===== config.mk =====
export PLATFORM = sky130hd
export DESIGN_NAME = demux_dispatch
export DESIGN_NICKNAME = d
export VERILOG_FILES = /design/src/rtl/demux_dispatch_pkg.sv /design/src/rtl/demux_dispatch_hold_buf2.sv /design/src/rtl/demux_dispatch.sv
export SDC_FILE = /design/constraint.sdc
export NUM_CORES = 1
export LEC_CHECK = 0
export BUFFER_PORTS_ARGS = -buffer_cell sky130_fd_sc_hd__buf_4
export CORE_MARGIN = 5
export CORE_UTILIZATION = 48
export DETAILED_ROUTE_END_ITERATION = 16
export GPL_ROUTABILITY_DRIVEN = 0
export PLACE_DENSITY = 0.74
export SLEW_MARGIN = 25
export SYNTH_ARGS = -nofsm -noshare
export SYNTH_HDL_FRONTEND = slang
export SYNTH_SLANG_ARGS = --single-unit

===== constraint.sdc =====
create_clock -name clk -period 2.2 [get_ports clk]
set_input_delay 0.33 -clock clk [delete_from_list [all_inputs] [get_ports clk]]
set_output_delay 0.33 -clock clk [all_outputs]
set_load 0.005 [all_outputs]

===== src/rtl/demux_dispatch_pkg.sv =====
`default_nettype none
// ============================================================================
// Module      : demux_dispatch_pkg
// Description : Shared constants and holding-buffer state encoding for the
//               demux/dispatch arbitration blocks.
// Revision    : 1.0 - initial release
// ============================================================================
package demux_dispatch_pkg;

  localparam int c_DEF_DATA_WIDTH = 10;
  localparam int c_DEF_CNT_WIDTH  = 8;

  // Occupancy of the 2-entry in-order holding buffer
  typedef enum logic [1:0] {
    ST_EMPTY = 2'd0,
    ST_ONE   = 2'd1,
    ST_FULL  = 2'd2
  } buf_state_t;

endpackage
`default_nettype wire


===== src/rtl/demux_dispatch_hold_buf2.sv =====
`default_nettype none
// ============================================================================
// Module      : hold_buf2
// Description : 2-entry in-order holding buffer with a bypass head. When
//               empty, the incoming word is presented as the head so it can
//               leave in the same cycle it arrives.
// Revision    : 1.0 - initial release
// ============================================================================
module hold_buf2
  import demux_dispatch_pkg::*;
#(
  parameter int DATA_WIDTH = c_DEF_DATA_WIDTH
) (
  input  logic                  clk,
  input  logic                  reset,
  input  logic [DATA_WIDTH-1:0] in_data,
  input  logic                  in_valid,
  input  logic                  pop,
  output logic [DATA_WIDTH-1:0] head_data,
  output logic                  head_valid,
  output logic                  drop,
  output buf_state_t            state
);

  buf_state_t            r_state;
  logic [DATA_WIDTH-1:0] r_e0;
  logic [DATA_WIDTH-1:0] r_e1;

  // Head is the oldest buffered word, or the incoming word when nothing is held
  assign head_valid = (r_state != ST_EMPTY) || in_valid;
  assign head_data  = (r_state == ST_EMPTY) ? in_data : r_e0;
  // A full buffer that cannot move its head has no room for a new word
  assign drop       = in_valid && (r_state == ST_FULL) && !pop;
  assign state      = r_state;

  // Occupancy update: dispatch frees the head first, then a new word is appended
  always_ff @(posedge clk or posedge reset) begin
    if (reset) begin
      r_state <= ST_EMPTY;
      r_e0    <= '0;
      r_e1    <= '0;
    end else begin
      case (r_state)
        ST_EMPTY: begin
          if (in_valid && !pop) begin
            r_e0    <= in_data;
            r_state <= ST_ONE;
          end
        end
        ST_ONE: begin
          if (pop && in_valid) begin
            r_e0 <= in_data;
          end else if (pop) begin
            r_state <= ST_EMPTY;
          end else if (in_valid) begin
            r_e1    <= in_data;
            r_state <= ST_FULL;
          end
        end
        ST_FULL: begin
          if (pop) begin
            r_e0 <= r_e1;
            if (in_valid) begin
              r_e1 <= in_data;
            end else begin
              r_state <= ST_ONE;
            end
          end
        end
        default: r_state <= ST_EMPTY;
      endcase
    end
  end

endmodule
`default_nettype wire


===== src/rtl/demux_dispatch.sv =====
`default_nettype none
// ============================================================================
// Module      : demux_dispatch
// Description : Splits a muxed word stream onto two destination FIFOs using
//               the word's top bit, with head-of-line blocking on almost-full,
//               per-port push counters and a sticky drop flag.
// Revision    : 1.0 - initial release
// ============================================================================
module demux_dispatch
  import demux_dispatch_pkg::*;
#(
  parameter int DATA_WIDTH = c_DEF_DATA_WIDTH,
  parameter int CNT_WIDTH  = c_DEF_CNT_WIDTH
) (
  input  logic                  clk,
  input  logic                  reset,
  input  logic [DATA_WIDTH-1:0] data_in,
  input  logic                  valid_in,
  input  logic                  afull_0,
  input  logic                  afull_1,
  output logic [DATA_WIDTH-1:0] data_out_0,
  output logic [DATA_WIDTH-1:0] data_out_1,
  output logic                  push_0,
  output logic                  push_1,
  output logic                  pause,
  output logic [CNT_WIDTH-1:0]  cnt_0,
  output logic [CNT_WIDTH-1:0]  cnt_1,
  output logic                  err_drop
);

  logic [DATA_WIDTH-1:0] w_head_data;
  logic                  w_head_valid;
  logic                  w_head_dest;
  logic                  w_dispatch;
  logic                  w_drop;
  buf_state_t            w_state;

  logic [DATA_WIDTH-1:0] r_data_out_0;
  logic [DATA_WIDTH-1:0] r_data_out_1;
  logic                  r_push_0;
  logic                  r_push_1;
  logic [CNT_WIDTH-1:0]  r_cnt_0;
  logic [CNT_WIDTH-1:0]  r_cnt_1;
  logic                  r_err_drop;

  hold_buf2 #(
    .DATA_WIDTH (DATA_WIDTH)
  ) u_hold_buf2 (
    .clk        (clk),
    .reset      (reset),
    .in_data    (data_in),
    .in_valid   (valid_in),
    .pop        (w_dispatch),
    .head_data  (w_head_data),
    .head_valid (w_head_valid),
    .drop       (w_drop),
    .state      (w_state)
  );

  // Only the head may leave; its own destination's almost-full gates it
  assign w_head_dest = w_head_data[DATA_WIDTH-1];
  assign w_dispatch  = w_head_valid && (w_head_dest ? !afull_1 : !afull_0);

  // Registered push strobes, data, counters and sticky drop flag
  always_ff @(posedge clk or posedge reset) begin
    if (reset) begin
      r_push_0     <= 1'b0;
      r_push_1     <= 1'b0;
      r_data_out_0 <= '0;
      r_data_out_1 <= '0;
      r_cnt_0      <= '0;
      r_cnt_1      <= '0;
      r_err_drop   <= 1'b0;
    end else begin
      r_push_0   <= w_dispatch && !w_head_dest;
      r_push_1   <= w_dispatch && w_head_dest;
      r_err_drop <= r_err_drop | w_drop;
      if (w_dispatch && !w_head_dest) begin
        r_data_out_0 <= w_head_data;
        r_cnt_0      <= r_cnt_0 + {{(CNT_WIDTH-1){1'b0}}, 1'b1};
      end
      if (w_dispatch && w_head_dest) begin
        r_data_out_1 <= w_head_data;
        r_cnt_1      <= r_cnt_1 + {{(CNT_WIDTH-1){1'b0}}, 1'b1};
      end
    end
  end

  assign data_out_0 = r_data_out_0;
  assign data_out_1 = r_data_out_1;
  assign push_0     = r_push_0;
  assign push_1     = r_push_1;
  assign cnt_0      = r_cnt_0;
  assign cnt_1      = r_cnt_1;
  assign err_drop   = r_err_drop;
  // Stall upstream whenever anything is held
  assign pause      = (w_state != ST_EMPTY);

endmodule
`default_nettype wire


==> flow_metrics.env <==
export IMPL_antenna_cells=0
export IMPL_power_mw=4.814
export IMPL_finalMaxSlewViolations=0
export IMPL_postCtsSetupRepairBufs=0
export IMPL_final_antenna_net_count=0
export IMPL_arrival_ns=2.25
export IMPL_nFillCells=429
export IMPL_drive_above_1_share_pct=41.43
export IMPL_yosys_area_top_type_share_pct=58.32
export IMPL_maxCapViolCount=0
export IMPL_placementRows=26
export IMPL_finalInstanceArea_sq_um=3367
export IMPL_synth_area_leaders="dfrtp_1 (58%), mux2_2 (6.0%), o221a_2 (4.3%), mux2i_1 (3.8%), xnor2_1 (3.7%)"
export IMPL_netlist_area_sq_um=2618
export IMPL_outcome="finished clean"
export IMPL_setup_viol=0
export IMPL_ir_drop_mv=0.8294
export IMPL_area_growth_pct=28.63
export IMPL_ys_seq_area_share_pct=58.32
export IMPL_die_area_sq_um=7030
export IMPL_die_h_um=83.85
export IMPL_cts_sink_count=61
export IMPL_hpwl_um=4024
export IMPL_cp_required_ns=2.41
export IMPL_slew_headroom_pct=62.96
export IMPL_grt_busiest_layer="met2"
export IMPL_start_util_pct=50.29
export IMPL_cp_end_kind="flip-flop"
export IMPL_max_freq_mhz=488.7
export IMPL_pre_cts_ws_ns=0.07600
export IMPL_final_hold_viol_count=0
export IMPL_use_met1_pct=20.82
export IMPL_rsz0062_at_grt="no"
export IMPL_gr_usage_met3_pct=5.528
export IMPL_p_per_area_nw_per_um2=1430
export IMPL_insertion_delay_ns=0.33
export IMPL_setup_ws_ns=0.1537
export IMPL_ctsResizeCount=0
export IMPL_synth_top_flop_cell="dfrtp_1"
export IMPL_via_count=1870
export IMPL_finalSetupTns_ns=0
export IMPL_cts_root_buf="clkbuf_8"
export IMPL_io_pins=55
export IMPL_hold_path_class="primary input to asynchronous set/reset pin"
export IMPL_drc=0
export IMPL_tightest_slew_ns=0.5538
export IMPL_path_clk_slew_ns=0.07
export IMPL_yosysMostFrequentCell="dfrtp_1"
export IMPL_path_max_fanout=10
export IMPL_crit_type="flip-flop to flip-flop"
export IMPL_clock_skew_ns=0.003285
export IMPL_max_clock_path_buffers=2
export IMPL_period_minus_slack_ns=2.046
export IMPL_synth_enable_flop_cells=0
export IMPL_grt_pass1_vias=1964
export IMPL_drt_total_wl_um=5562
export IMPL_die_x_um=83.85
export IMPL_hold_ws_ns=0.06706
export IMPL_grt_max_degree=62
export IMPL_power_leakage_nw=1.536
export IMPL_finalCritPeriodShare_pct=93.01
export IMPL_ys_warn_count=0
export IMPL_antenna_found_initial=0
export IMPL_dp_cells=334
export IMPL_final_net_count=293
export IMPL_routedWlPerCell_um=15.89
export IMPL_viasPerCell=5.343
export IMPL_grt_usage_pct=16.74
export IMPL_start_kind="flip-flop"
export IMPL_netlist_instances=210
export IMPL_synth_top_cell_by_area="dfrtp_1"
export IMPL_cts_hold_buffers=0
export IMPL_grt_ovfl_total=0
export IMPL_numPortBuffers=54
export IMPL_synthDistinctLibCells=35
export IMPL_place_area_sq_um=3154
export IMPL_grt_met2_usage_pct=26.83
export IMPL_tritoncts="yes"
export IMPL_postSynthAreaPerCell_sq_um=12.46
export IMPL_drtIter0Drc=59
export IMPL_async_flop_share_pct=100.0
export IMPL_ctsHtreeMaxLevel=3
export IMPL_grt_pass1_wl_um=9384
export IMPL_core_area_sq_um=5205
export IMPL_final_instance_count_excl_fill=350
export IMPL_dr_pass1_iters=4
export IMPL_cts_made_buffers=9
export IMPL_ys_seq_elements=61
export IMPL_synth_common_cells="dfrtp_1 (61), nor2_1 (20), a21oi_1 (19)"
export IMPL_synthesis_nets=227
export IMPL_final_core_util_pct=64.69
==> power by group <==
group | leakage (nW) | total [mW] | internal (mW) | switching, mW
clock | 0.0968 | 0.982 | 0.581 | 0.401
sequential | 0.719 | 1.93 | 1.61 | 0.322
combinational | 0.720 | 1.90 | 1.07 | 0.832
total | 1.54 | 4.81 | 3.26 | 1.56
==> sequential cells by signal, indices dropped and copies added, names as in the netlist <==
signal / flops
data_out_0: 10
cnt_0: 8
u_hold_buf2.state: 2
push_1: 1
u_hold_buf2.r_e0: 10
u_hold_buf2.r_e1: 10
push_0: 1
data_out_1: 10
cnt_1: 8
err_drop: 1
==> worst max-delay path: stages, from the launching register on <==
cell,delay (ns)
dfrtp_1,0.38
o21ai_1,0.20
a21boi_2,0.28
mux2i_4,0.31
mux2i_4,0.28
buf_12,0.15
mux2_2,0.33
==> routing by layer <==
| layer | vias to the layer above | part of all wire [%] |
|---|---|---|
| li1 | 885 | - |
| met1 | 936 | 44 |
| met2 | 43 | 49 |
| met3 | 6 | 5.0 |
| met4 | 0 | 1.3 |
| met5 | - | 0 |
==> cell families after synthesis <==
group / after synthesis / share of synthesized area [%]
DFF: 61 / 58.32
and+or+nand+nor: 56 / 11.33
AOI/OAI and AO/OA: 40 / 11.28
muxes: 26 / 11.57
xor gates and xnor gates: 15 / 5.019
buffers and inverters: 10 / 1.530
adders and majority gates: 2 / 0.9559
==> final cells by class <==
| type | instances | area [sq um] | area share (%) |
|---|---|---|---|
| sequential | 61 | 1526 | 45.34 |
| multi-input combinational | 139 | 1055 | 31.33 |
| timing repair buffer | 63 | 498.0 | 14.79 |
| clock buffer | 14 | 162.7 | 4.831 |
| tap | 70 | 87.58 | 2.601 |
| clock inverter | 1 | 30.03 | 0.8919 |
| inverter | 2 | 7.507 | 0.2230 |
==> final timing paths <==
kind / start / slack (ns) / cells after the start / end
worst max-delay path: u_hold_buf2.state[1] / 0.15 / 6 / u_hold_buf2.r_e1[0]
worst min-delay path: reset / 0.07 / 3 / cnt_0[3]
worst max register to register: u_hold_buf2.state[1] / 0.15 / 6 / u_hold_buf2.r_e1[0]
worst min register to register: data_out_1[9] / 0.47 / 1 / data_out_1[9]
max in group asynchronous: reset / 1.87 / 3 / cnt_1[4]
min in group clk: data_in[2] / 0.26 / 2 / u_hold_buf2.r_e1[2]
==> cell usage in the layout (no fill, tap or decap), types with 6 or more instances in the layout <==
cell and instances:
a21oi_1 18, buf_4 61, clkbuf_8 11, dfrtp_1 61, mux2_2 14, mux2i_1 10
nand2_1 6, nor2_1 20, o221a_2 10, or2_2 9, xnor2_1 11
Note: power is estimated with default switching activity, not from simulation.
